<file path="src/rtl/datapath_pkg.sv">
// Shared result encodings and FSM states for the datapath arbiter slice.
package datapath_pkg;

    localparam logic [2:0] RES_LT = 3'b001;
    localparam logic [2:0] RES_EQ = 3'b010;
    localparam logic [2:0] RES_GT = 3'b100;

    typedef enum logic [1:0] {IDLE, EXEC, RESP} state_t;

endpackage

</file>
<file path="src/rtl/datapath_arbiter_if.sv">
// Request/response channels of both requesters plus arbiter status.
interface datapath_arbiter_if #(parameter int W = 12);

    logic         req0_valid;
    logic         req0_ready;
    logic [W-1:0] req0_a;
    logic [W-1:0] req0_b;
    logic [W-1:0] req0_c;

    logic         req1_valid;
    logic         req1_ready;
    logic [W-1:0] req1_a;
    logic [W-1:0] req1_b;
    logic [W-1:0] req1_c;

    logic         rsp0_valid;
    logic         rsp0_ready;
    logic [2:0]   rsp0_result;

    logic         rsp1_valid;
    logic         rsp1_ready;
    logic [2:0]   rsp1_result;

    logic         busy;
    logic [7:0]   op_count;

    // master is the requester side, slave is the arbiter
    modport master (
        output req0_valid, req0_a, req0_b, req0_c,
        output req1_valid, req1_a, req1_b, req1_c,
        output rsp0_ready, rsp1_ready,
        input  req0_ready, req1_ready,
        input  rsp0_valid, rsp0_result, rsp1_valid, rsp1_result,
        input  busy, op_count
    );

    modport slave (
        input  req0_valid, req0_a, req0_b, req0_c,
        input  req1_valid, req1_a, req1_b, req1_c,
        input  rsp0_ready, rsp1_ready,
        output req0_ready, req1_ready,
        output rsp0_valid, rsp0_result, rsp1_valid, rsp1_result,
        output busy, op_count
    );

endinterface

</file>
<file path="src/rtl/datapath_arbiter_datapath.sv">
// Shared sum-and-compare block: (a + b) mod 2^W compared unsigned against c.
module sum #(parameter int W = 12) (
    input  logic [W-1:0] i_a,
    input  logic [W-1:0] i_b,
    output logic [W-1:0] o_sum
);
    assign o_sum = i_a + i_b;
endmodule

module CMP import datapath_pkg::*; #(parameter int W = 12) (
    input  logic [W-1:0] i_x,
    input  logic [W-1:0] i_y,
    output logic [2:0]   o_result
);
    always_comb begin
        if (i_x < i_y)
            o_result = RES_LT;
        else if (i_x == i_y)
            o_result = RES_EQ;
        else
            o_result = RES_GT;
    end
endmodule

module datapath #(parameter int W = 12) (
    input  logic [W-1:0] i_a,
    input  logic [W-1:0] i_b,
    input  logic [W-1:0] i_c,
    output logic [2:0]   o_result
);
    logic [W-1:0] w_sum;

    sum #(.W(W)) u_sum (
        .i_a   (i_a),
        .i_b   (i_b),
        .o_sum (w_sum)
    );

    CMP #(.W(W)) u_cmp (
        .i_x      (w_sum),
        .i_y      (i_c),
        .o_result (o_result)
    );
endmodule

</file>
<file path="src/rtl/datapath_arbiter.sv">
// Round-robin sharing of one datapath instance between two requesters.
module datapath_arbiter import datapath_pkg::*; #(parameter int W = 12) (
    input logic              clk,
    input logic              rst,
    datapath_arbiter_if.slave bus
);

    state_t       r_state;
    logic         r_last_grant;
    logic         r_grant;
    logic         r_busy;
    logic         r_rsp0_valid;
    logic         r_rsp1_valid;
    logic [W-1:0] r_a;
    logic [W-1:0] r_b;
    logic [W-1:0] r_c;
    logic [2:0]   r_rsp_result;
    logic [7:0]   r_op_count;

    logic         w_any_valid;
    logic         w_grant;
    logic         w_rsp_ready;
    logic [2:0]   w_dp_result;

    // On a tie the requester that was not served last wins
    assign w_any_valid = bus.req0_valid | bus.req1_valid;
    assign w_grant     = (bus.req0_valid && bus.req1_valid) ? ~r_last_grant : bus.req1_valid;
    assign w_rsp_ready = r_grant ? bus.rsp1_ready : bus.rsp0_ready;

    assign bus.req0_ready  = (r_state == IDLE) && bus.req0_valid && !w_grant;
    assign bus.req1_ready  = (r_state == IDLE) && bus.req1_valid &&  w_grant;
    assign bus.rsp0_valid  = r_rsp0_valid;
    assign bus.rsp1_valid  = r_rsp1_valid;
    assign bus.rsp0_result = r_rsp_result & {3{r_rsp0_valid}};
    assign bus.rsp1_result = r_rsp_result & {3{r_rsp1_valid}};
    assign bus.busy        = r_busy;
    assign bus.op_count    = r_op_count;

    datapath #(.W(W)) u_datapath (
        .i_a      (r_a),
        .i_b      (r_b),
        .i_c      (r_c),
        .o_result (w_dp_result)
    );

    always_ff @(posedge clk) begin
        if (rst) begin
            r_state      <= IDLE;
            r_last_grant <= 1'b1;
            r_grant      <= 1'b0;
            r_busy       <= 1'b0;
            r_rsp0_valid <= 1'b0;
            r_rsp1_valid <= 1'b0;
            r_a          <= '0;
            r_b          <= '0;
            r_c          <= '0;
            r_rsp_result <= '0;
            r_op_count   <= '0;
        end else begin
            case (r_state)
                IDLE: begin
                    if (w_any_valid) begin
                        r_grant <= w_grant;
                        r_a     <= w_grant ? bus.req1_a : bus.req0_a;
                        r_b     <= w_grant ? bus.req1_b : bus.req0_b;
                        r_c     <= w_grant ? bus.req1_c : bus.req0_c;
                        r_busy  <= 1'b1;
                        r_state <= EXEC;
                    end
                end
                EXEC: begin
                    r_rsp_result <= w_dp_result;
                    r_rsp0_valid <= !r_grant;
                    r_rsp1_valid <= r_grant;
                    r_state      <= RESP;
                end
                RESP: begin
                    // Result stays on the bus until the granted requester takes it
                    if (w_rsp_ready) begin
                        r_last_grant <= r_grant;
                        r_op_count   <= r_op_count + 8'd1;
                        r_rsp0_valid <= 1'b0;
                        r_rsp1_valid <= 1'b0;
                        r_busy       <= 1'b0;
                        r_state      <= IDLE;
                    end
                end
                default: r_state <= IDLE;
            endcase
        end
    end

endmodule

</file>
<file path="src/flat_wrapper.sv">
// flat-port wrapper written by rule: the top's interface ports become plain ports
module datapath_arbiter_flat import datapath_pkg::*;
#(parameter int W = 12)
  (clk, rst, bus_req0_valid, bus_req0_a, bus_req0_b, bus_req0_c, bus_req1_valid, bus_req1_a, bus_req1_b, bus_req1_c, bus_rsp0_ready, bus_rsp1_ready, bus_req0_ready, bus_req1_ready, bus_rsp0_valid, bus_rsp0_result, bus_rsp1_valid, bus_rsp1_result, bus_busy, bus_op_count);
  datapath_arbiter_if #(.W(W)) bus_i ();
  input logic clk;
  input logic rst;
  input wire logic [$bits(bus_i.req0_valid)-1:0] bus_req0_valid;
  input wire logic [$bits(bus_i.req0_a)-1:0] bus_req0_a;
  input wire logic [$bits(bus_i.req0_b)-1:0] bus_req0_b;
  input wire logic [$bits(bus_i.req0_c)-1:0] bus_req0_c;
  input wire logic [$bits(bus_i.req1_valid)-1:0] bus_req1_valid;
  input wire logic [$bits(bus_i.req1_a)-1:0] bus_req1_a;
  input wire logic [$bits(bus_i.req1_b)-1:0] bus_req1_b;
  input wire logic [$bits(bus_i.req1_c)-1:0] bus_req1_c;
  input wire logic [$bits(bus_i.rsp0_ready)-1:0] bus_rsp0_ready;
  input wire logic [$bits(bus_i.rsp1_ready)-1:0] bus_rsp1_ready;
  output wire logic [$bits(bus_i.req0_ready)-1:0] bus_req0_ready;
  output wire logic [$bits(bus_i.req1_ready)-1:0] bus_req1_ready;
  output wire logic [$bits(bus_i.rsp0_valid)-1:0] bus_rsp0_valid;
  output wire logic [$bits(bus_i.rsp0_result)-1:0] bus_rsp0_result;
  output wire logic [$bits(bus_i.rsp1_valid)-1:0] bus_rsp1_valid;
  output wire logic [$bits(bus_i.rsp1_result)-1:0] bus_rsp1_result;
  output wire logic [$bits(bus_i.busy)-1:0] bus_busy;
  output wire logic [$bits(bus_i.op_count)-1:0] bus_op_count;
  assign bus_i.req0_valid = bus_req0_valid;
  assign bus_i.req0_a = bus_req0_a;
  assign bus_i.req0_b = bus_req0_b;
  assign bus_i.req0_c = bus_req0_c;
  assign bus_i.req1_valid = bus_req1_valid;
  assign bus_i.req1_a = bus_req1_a;
  assign bus_i.req1_b = bus_req1_b;
  assign bus_i.req1_c = bus_req1_c;
  assign bus_i.rsp0_ready = bus_rsp0_ready;
  assign bus_i.rsp1_ready = bus_rsp1_ready;
  assign bus_req0_ready = bus_i.req0_ready;
  assign bus_req1_ready = bus_i.req1_ready;
  assign bus_rsp0_valid = bus_i.rsp0_valid;
  assign bus_rsp0_result = bus_i.rsp0_result;
  assign bus_rsp1_valid = bus_i.rsp1_valid;
  assign bus_rsp1_result = bus_i.rsp1_result;
  assign bus_busy = bus_i.busy;
  assign bus_op_count = bus_i.op_count;
  datapath_arbiter #(.W(W)) u_core (.clk(clk), .rst(rst), .bus(bus_i));
endmodule
</file>
<file path="config.mk">
export PLATFORM = sky130hd
export DESIGN_NAME = datapath_arbiter_flat
export DESIGN_NICKNAME = d
export VERILOG_FILES = /design/src/rtl/datapath_pkg.sv /design/src/rtl/datapath_arbiter_if.sv /design/src/rtl/datapath_arbiter_datapath.sv /design/src/rtl/datapath_arbiter.sv /design/src/flat_wrapper.sv
export SDC_FILE = /design/constraint.sdc
export NUM_CORES = 1
export LEC_CHECK = 0
export ABC_AREA = 1
export BUFFER_PORTS_ARGS = -buffer_cell sky130_fd_sc_hd__buf_2
export CELL_PAD_IN_SITES_DETAIL_PLACEMENT = 1
export CELL_PAD_IN_SITES_GLOBAL_PLACEMENT = 1
export CORE_MARGIN = 2
export CORE_UTILIZATION = 36
export CTS_CLUSTER_DIAMETER = 30
export DETAILED_ROUTE_END_ITERATION = 10
export PLACE_DENSITY_LB_ADDON = 0.08
export SLEW_MARGIN = 15
export SYNTH_ARGS = -nofsm -noshare
export SYNTH_HDL_FRONTEND = slang
export SYNTH_SLANG_ARGS = --single-unit
</file>
<file path="constraint.sdc">
create_clock -name clk -period 2.7 [get_ports clk]
set_clock_uncertainty 0.1 [all_clocks]
set_input_delay 0.135 -clock clk [delete_from_list [all_inputs] [get_ports clk]]
set_output_delay 0.135 -clock clk [all_outputs]
set_load 0.005 [all_outputs]
</file>
# Word level (Yosys, flattened, before mapping)
# Cells that the tools add are included.
# Widths: inputs -> output; s select.
# word_totals
reg_bits,54
word_cells,53
# op_classes
add_sub_neg,2
n_lt_le_gt_ge,1
n_eq_ne,5
muxes,15
bitwise_logic,4
reduce_logical,15
# ops
cell,count
$mux 12,3
$add 12x12->12,1
$eq 12x12->1,1
$lt 12x12->1,1
$add 8x1->8 const B,1
$reduce_and 2->1,4
$and 3x3->3,2
$mux 3,2
$pmux 1 s2,3
$pmux 2 s3,1
$logic_and 1x1->1,5
$mux 1,4
$mux 2,2
$ne 2x1->1 const B,2
$reduce_bool 2->1,2
$reduce_and 3->1,1
$eq 2x1->1 const B,1
$eq 2x2->1 const B,1
$logic_not 1->1,2
$logic_not 2->1,1
$not 1->1,1
$or 1x1->1,1

# Depth between registers and ports, before layout
# Gate-level depths: netlist (run 1).
# depth
word_depth,4
ltp_mapped,19
mapped_depth_nobuf,19

# By module
# A second synthesis (run 1) with hierarchy kept.
# unflattened
hier_cells,510
area_unflattened_um2,3388.2
# modules_own_cells
module,n_inst,cells_per_inst,area_each_um2
datapath_arbiter,1,330,2378.5
sum,1,119,634.4
CMP,1,61,375.4

# Worst setup path before layout (run 1)
# Ideal clock, no wire load.
# synth_timing
path_type,register to register
from,register u_core.r_b[0]
to,register u_core.r_rsp_result[1]
setup_ns,0.070
arrival_ns,2.179
slack_ns,0.351
path_stages_with_launch,19
path_buffers,0
path_cell_list,dfxtp_1 ha_1 inv_1 fa_1 inv_1 nand3_1 nand2_1 nand2_1 o211ai_1 xor2_1 ha_1 nand2_1 inv_1 nand2_1 nor2_1 nand2_1 nor2_1 nand2_1 a21oi_1
# synth_via
elab_chain_cells,4
# synth_lines
item,line_no,rtl
"start, declared",datapath_arbiter.sv:15,logic [W-1:0] r_b;
"start signal, assigned",datapath_arbiter.sv:65,r_b <= w_grant ? bus.req1_b : bus.req0_b;
$add 12x12->12 (*),datapath_arbiter_datapath.sv:7,assign o_sum = i_a + i_b;
branches (longest 2 deep; another with $lt 12x12->1),--,
$mux 3 (*),datapath_arbiter_datapath.sv:16,if (i_x < i_y)
"end signal, assigned",datapath_arbiter.sv:72,r_rsp_result <= w_dp_result;
"end, declared",datapath_arbiter.sv:17,logic [2:0] r_rsp_result;
# Every way passes the cells marked *.
# A chain may end at the register's enable or synchronous reset.

# Final worst setup path (run 1)
# Same ends and word-level chain as after synthesis.

==> results of run 1 <==
critical path, stage by stage, from the launching register on:
cell and delay, ns:
dfxtp_2 0.34, ha_2 0.18, inv_1 0.06, fa_2 0.37, inv_2 0.08, nand3_1 0.08, nand2_2 0.09, nand2_1 0.05
o211ai_1 0.11, xor2_1 0.11, ha_1 0.28, nand2_1 0.04, inv_1 0.06, nand2_2 0.06, nor2_2 0.11, nand2_1 0.09
nor2_1 0.12, nand2_1 0.09, a21oi_2 0.11
cell type report:
type / count / share of cell area
repair buffers: 176 / 0.269
flip-flops and latches: 54 / 0.233
clock inverters: 3 / 0.00858
inverters: 54 / 0.0440
clock buffers: 5 / 0.0148
well taps: 108 / 0.0290
multi-input cells: 339 / 0.401
what timing repair did:
item | CTS | global route
resized for setup | 0 | 28
hold buffers | 70 | 0
setup endpoints to repair | 0 | 4
hold endpoints to repair | 36 | 0
setup buffers | 0 | 4
through the flow:
stage | total power, W | worst slack [ns] | instances | instance area (µm²)
6_report | 0.00241 | 0.114 | 739 | 4660
5_1_grt | 0.00259 | -0.0850 | 739 | 4660
4_1_cts | 0.00237 | 0.00273 | 735 | 4560
3_5_place_dp | 0.00169 | 0.0452 | 657 | 3750
3_3_place_gp | 0.00166 | 0.178 | 657 | 3750
2_1_floorplan | 0.00146 | 0.351 | 467 | 3210
power groups by stage:
stage	logic, W	clock network [W]	registers [W]
6_report	0.000913	0.000551	0.000943
2_1_floorplan	0.000524	0	0.000936
5_1_grt	0.00105	0.000587	0.000953
4_1_cts	0.000863	0.000570	0.000939
3_5_place_dp	0.000734	0	0.000957
3_3_place_gp	0.000707	0	0.000955
synthesized netlist by cell type, types with 6 or more instances:
master     n  share of area
a21oi_1   20          0.031
a31oi_1   37          0.072
buf_2     15          0.023
dfxtp_1   54           0.34
ha_1      24          0.093
inv_1     50          0.058
nand2_1  146           0.17
nand3_1   12          0.019
nor2_1    27          0.032
o21ai_0   25          0.039
o21ai_1   19          0.030
xor2_1     6          0.016
worst max-delay path by stage:
stage,startpoint,to,slack (ns),depth (start not counted)
after floorplan,u_core.r_b[0],u_core.r_rsp_result[1],0.35,18
after global placement,u_core.r_b[0],u_core.r_rsp_result[2],0.18,18
after CTS,u_core.r_b[0],u_core.r_rsp_result[2],0.003,18
final,u_core.r_b[0],u_core.r_rsp_result[1],0.11,18
after detailed placement,u_core.r_b[0],u_core.r_rsp_result[2],0.05,18
after global routing,u_core.r_b[3],u_core.r_rsp_result[1],-0.09,16
flip-flops by register name, indices dropped and copies added (netlist names):
register,flops
u_core.bus.op_count,8
u_core.r_b,12
u_core.bus.rsp0_valid,1
u_core.r_a,12
u_core.r_c,12
u_core.r_state,2
u_core.bus.rsp1_valid,1
u_core.r_grant,1
u_core.bus.busy,1
u_core.r_last_grant,1
u_core.r_rsp_result,3
layout by cell type (no fill, tap or decap), drive strengths merged, types with 3 or more instances in the layout:
| master | n |
|---|---|
| a21oi | 20 |
| a31oi | 37 |
| buf | 106 |
| clkbuf | 5 |
| dfxtp | 54 |
| dlygate4sd3 | 70 |
| ha | 24 |
| inv | 54 |
| nand2 | 148 |
| nand3 | 12 |
| nand4 | 3 |
| nor2 | 29 |
| nor3 | 6 |
| o21ai | 44 |
| xnor2 | 4 |
| xor2 | 6 |
layer usage:
| layer | track usage | part of all wire | up-vias |
|---|---|---|---|
| met4 | 0.0443 | 0.014 | 0 |
| li1 | - | - | 1860 |
| met5 | 0 | 0 | - |
| met3 | 0.0255 | 0.033 | 12 |
| met2 | 0.419 | 0.52 | 81 |
| met1 | 0.265 | 0.43 | 1701 |
cell families after synthesis:
logic type | count (synthesis) | synth area share
and+or+nand+nor | 198 | 0.251
AOI/OAI and AO/OA | 106 | 0.183
buffers and inverters | 74 | 0.102
adders and majority gates | 25 | 0.0997
xor gates and xnor gates | 10 | 0.0273
DFF | 54 | 0.337
==> flow_summary.ini, run 1 <==
[synth]
ys_seq_area_frac = 0.337
synth_nets = 570
avgSynthCellArea_um2 = 6.88
synth_top_flop_cell = dfxtp_1
yosys_warnings = 0
async_flop_share = 0
synth_area_um2 = 3210
synth-edff-count = 0
synth_seq_cells = 54
ys_types = 26
synth_cells = 467

[floorplanning]
row_count = 34
die_h_um = 98.5
die_w_um = 98.5
die_area_um2 = 9690
initial_core_util = 0.370
pin_count = 97
core-area_um2 = 8680

[timing]
tightest_slew_ns = 0.627
max_slew_margin = 0.581
setup_viol_count_final = 0
finalCritPeriodShare = 0.958
finalMaxSlewViolations = 0
hold_violations = 0
fin_crit_ns = 2.59
finalSetupTns_ns = 0
max_freq_mhz = 387
whs_ns = 0.00935

[layout]
nets = 733
drive_gt1_frac = 0.236
layout.area.seq_um2 = 1090
antenna_cells = 0
n_fill_cell = 1140
fin_util = 0.537
areaGrowthSynthToFinish_pct = 45.2
multi_input_area_um2 = 1870

[global_routing]
grt_max_degree = 37
antenna_found_initial = 0
overflow = 0
first_global_vias = 3799
track_usage = 0.220
grt_pass1_wl_um = 17700

[detailed_routing]
drt-pass1-iter-count = 4
drt_iter0_markers = 101
route.detailed.drc = 0
antenna_left = 0
wirelength_um = 10600
drt-wirelength-per-cell_um = 14.4
via_per_inst = 4.94
dr_total_vias = 3654

[power_and_ir_drop]
power.density_nw_per_um2 = 516
p_int_w = 0.00158
comb_power_share = 0.379
clkPwrFrac = 0.229
p_seq_frac = 0.392
p_leak_nw = 2.37
switching_share = 0.343
vdd_drop_max_uv = 220
switchingPower_w = 0.000826

[worst_hold_path]
holdCritPathClass = input pin to flop
hold_end = u_core.r_b[0]
timing.hold.worst_path_depth = 3
hp-start = bus_req1_b[0]

[critical_path]
endpoint_kind = flop
rr_startpoint = u_core.r_b[0]
worst_ep_required_time_ns = 2.85
ff2ff_setup_slack_ns = 0.11
r2r_cells = 18
cp.arrival_ns = 2.74
timing.rr.end = u_core.r_rsp_result[1]
worstPathMaxFanout = 3
criticalPathCategory = flop to flop
startpoint_type = flop

[clocking]
cts_sinks = 54
root_buffer = clkbuf_8
clk_pin_slew_ns = 0.10
cts_buffers = 5
clock_latency_ns = 0.31
htree_levels = 2
clockBufferDepth = 2
cts_tree = built

[place]
gp_congestion = 0.858
place_hpwl_um = 6960
portBuffers = 96

[run_status]
status = finished clean

[job]
drv_cap = 0
(Power assumes the default switching activity.)
==> run 2, diff against run 1 <==
--- a/config.mk
+++ b/config.mk
@@ -5,12 +5,11 @@
 export SDC_FILE = /design/constraint.sdc
 export NUM_CORES = 1
 export LEC_CHECK = 0
-export ABC_AREA = 1
 export BUFFER_PORTS_ARGS = -buffer_cell sky130_fd_sc_hd__buf_2
 export CELL_PAD_IN_SITES_DETAIL_PLACEMENT = 1
 export CELL_PAD_IN_SITES_GLOBAL_PLACEMENT = 1
 export CORE_MARGIN = 2
-export CORE_UTILIZATION = 36
+export CORE_UTILIZATION = 38
 export CTS_CLUSTER_DIAMETER = 30
 export DETAILED_ROUTE_END_ITERATION = 10
 export PLACE_DENSITY_LB_ADDON = 0.08
==> constraint.sdc (replaced) <==
create_clock -name clk -period 2.5 [get_ports clk]
set_clock_uncertainty 0.1 [all_clocks]
set_input_delay 0.125 -clock clk [delete_from_list [all_inputs] [get_ports clk]]
set_output_delay 0.125 -clock clk [all_outputs]
set_load 0.005 [all_outputs]
==> run 2 against run 1 <==
  * The flow now finishes with violations (negative setup slack)
  * Sequential power rose by 8%
  * Sequential cell count stayed put
  * Register-to-register slack got worse by 0.69 ns
  * Setup slack worse by 0.69 ns
  * First-iteration DRC count down 72%
  * Critical path depth shrank 4
  * Via count shrank 16%
  * Global-route usage fell by 2.5 points
  * Die area decreased by 5.8%
  * Hold slack better by 0.019 ns
  * Design area down 7.8%
  * Fmax fell by 16%
  * Critical path type unchanged
  * Largest power group is now combinational cells
==> flow_summary.ini, run 2 <==
[run_status]
status = finished with violations
violations = negative setup slack

[synth]
synth-edff-count = 0
synth-compound-area-share = 0.180
synth_top_family_by_area = compound AO/OA/AOI/OAI gates
synthDominantCellAreaShare = 0.339
synth_xor_area_frac = 0.0440
synth_commonest_cells = 54 x dfxtp_1, 54 x nor2_1, 37 x mux2i_1
synth_top_flop_cell = dfxtp_1
synth_seq_cells = 54
yosys_warnings = 0
async_flop_share = 0
ys_types = 46
muxShareOfSynthArea = 0.116
synth_top_area_cell = dfxtp_1
synth_nets = 465
synth_cells = 362
netlist_top_cells_area = dfxtp_1 34%, mux2i_1 12%, ha_1 9.4%
synth_area_um2 = 3190
avgSynthCellArea_um2 = 8.80
synth_fa_ha_area_frac = 0.101
ys_seq_area_frac = 0.339
synth-simple-area-share = 0.168

[detailed_routing]
wirelength_um = 8550
drt-pass1-iter-count = 4
drt_iter0_markers = 28
antenna_left = 0
drt-wirelength-per-cell_um = 14.3
via_per_inst = 5.13
dr_total_vias = 3072
route.detailed.drc = 0

[timing]
max_slew_margin = 0.755
rsz0062_at_grt = yes
setup_viol_count_final = 3
fin_crit_ns = 3.07
hold_violations = 0
tightest_slew_ns = 0.367
finalCritPeriodShare = 1.23
max_freq_mhz = 325
finalMaxSlewViolations = 0
worst_slack_ns = -0.575
whs_ns = 0.0287

[place]
gp_congestion = 0.775
placed_area_um2 = 4030
place_hpwl_um = 6610
portBuffers = 96

[power_and_ir_drop]
switching_share = 0.331
p_seq_frac = 0.375
switchingPower_w = 0.000898
power.density_nw_per_um2 = 631
p_int_w = 0.00181
comb_power_share = 0.408
clkPwrFrac = 0.217
vdd_drop_max_uv = 259
p_leak_nw = 2.01

[critical_path]
worstPathMaxFanout = 3
ff2ff_setup_slack_ns = -0.57
critPathMaxStageDelay_ns = 0.36
rr_startpoint = u_core.r_b[0]
cp.arrival_ns = 3.22
endpoint_kind = flop
startpoint_type = flop
timing.rr.end = u_core.r_rsp_result[2]
path_cells = ha_4 > inv_2 > fa_2 > nor2b_2 > o2111ai_2 > nand3b_1 > a31oi_2 > xnor2_1 > ha_1 > and4_1 > nand4_1 > a21o_1 > a311o_1 > a21oi_2
cp_num_buf_inv = 1
criticalPathCategory = flop to flop
worst_ep_required_time_ns = 2.65
path_delay_family = compound AO/OA/AOI/OAI gates
slowest_stage = dfxtp_2
r2r_cells = 14

[layout]
areaGrowthSynthToFinish_pct = 35.0
nets = 596
drive_gt1_frac = 0.358
finalInstanceArea_um2 = 4300
n_fill_cell = 1013
multi_input_area_um2 = 2050
final_cell_mix = 96 x buf_2, 54 x nor2_1, 50 x dfxtp_1
fin_util = 0.526
largest_registers = u_core.r_a: 12 flops, u_core.r_b: 12 flops, u_core.r_c: 12 flops
layout_commonest_cell = buf_2
antenna_cells = 0
layout.area.seq_um2 = 1090

[floorplanning]
row_count = 33
pin_count = 97
die_area_um2 = 9130
core-area_um2 = 8180
die_w_um = 95.6
die_h_um = 95.6
initial_core_util = 0.390

[global_routing]
grt_pass1_wl_um = 14200
track_usage = 0.195
first_global_vias = 3163
overflow = 0
grt_max_degree = 49
antenna_found_initial = 0

[worst_hold_path]
hold_end = u_core.r_last_grant
holdCritPathClass = input pin to flop
timing.hold.worst_path_depth = 3
hp-start = bus_rsp1_ready

[clocking]
cts_sinks = 54
htree_levels = 2
clk_pin_slew_ns = 0.10
cts_tree = built
clock_latency_ns = 0.30
clockBufferDepth = 2
cts_buffers = 5
root_buffer = clkbuf_8

[job]
drv_cap = 0
-- run 2: changes by cell type in the layout (fill, tap and decap cells not counted), moves of 8 or more --
cell / change
a211oi_1: +36
a31oi_1: -34
and2_1: +8
buf_4: +35
dlygate4sd3_1: -70
inv_1: -32
mux2i_1: +37
nand2_1: -125
nand3_1: -8
nor2_1: +28
o21ai_0: -21
o21ai_1: -20
-- run 2: worst max path at each step --
stage,start,endpoint,slack (ns),cells past startpoint
finish,u_core.r_b[0],u_core.r_rsp_result[2],-0.57,14
global route,u_core.r_b[0],u_core.r_rsp_result[2],-0.77,14
CTS,u_core.r_b[0],u_core.r_rsp_result[1],-0.55,14
detailed placement,u_core.r_a[0],u_core.r_rsp_result[1],-0.64,14
global placement,u_core.r_a[0],u_core.r_rsp_result[1],-0.50,14
floorplan,u_core.r_a[0],u_core.r_rsp_result[1],-0.38,14
-- run 2: what timing repair did --
action,CTS,global route
setup buffers,9,2
hold buffers,0,0
pin swaps,21,10
endpoints found under the setup margin,3,3
resized for setup,10,4
-- run 2: logic make-up (layout without fill, tap and decap cells) --
logic type / count (synthesis) / in the layout
multiplexers: 37 / 37
AND/OR/NAND/NOR: 113 / 113
AO/OA/AOI/OAI: 81 / 81
buffers and inverters: 36 / 168
adder cells (fa/ha/maj): 25 / 25
XOR/XNOR: 16 / 16
flip-flops: 54 / 54
-- run 2: layout make-up --
cell class | instances | share of cell area
clock buffers | 5 | 0.0160
clock inverters | 3 | 0.00931
flip-flops and latches | 54 | 0.253
multi-input cells | 272 | 0.477
inverters | 17 | 0.0148
well taps | 105 | 0.0305
repair buffers | 143 | 0.200
-- run 2: power groups by stage --
stage / clock network (W) / registers, W / logic, W
3_5_place_dp: 0 / 0.00103 / 0.00100
4_1_cts: 0.000610 / 0.00102 / 0.00110
5_1_grt: 0.000635 / 0.00103 / 0.00125
2_1_floorplan: 0 / 0.00102 / 0.000622
3_3_place_gp: 0 / 0.00103 / 0.000954
6_report: 0.000587 / 0.00102 / 0.00111
-- run 2: per-layer routing --
layer	track usage	vias up	share of wire
met3	0.0261	8	0.045
li1	-	1559	-
met4	0.0476	0	0.011
met5	0	-	0
met2	0.369	77	0.52
met1	0.230	1428	0.43
-- run 2: worst reg2reg max path: cells and delay by family (launching register included) --
kind / cells / cell delay, ns
AO/OA/AOI/OAI: 5 / 0.94
adder cells (fa/ha/maj): 3 / 0.77
AND/OR/NAND/NOR: 4 / 0.66
flip-flops: 1 / 0.36
XOR/XNOR: 1 / 0.14
buffers and inverters: 1 / 0.04
-- run 2: metrics by stage --
| step | instances | total power, W | setup WS (ns) | TNS (ns) |
|---|---|---|---|---|
| floorplan | 362 | 0.00164 | -0.378 | -0.858 |
| detailed placement | 580 | 0.00204 | -0.645 | -1.77 |
| CTS | 597 | 0.00272 | -0.552 | -1.50 |
| global route | 599 | 0.00292 | -0.766 | -2.15 |
| global placement | 580 | 0.00198 | -0.497 | -1.36 |
| finish | 599 | 0.00271 | -0.575 | -1.60 |
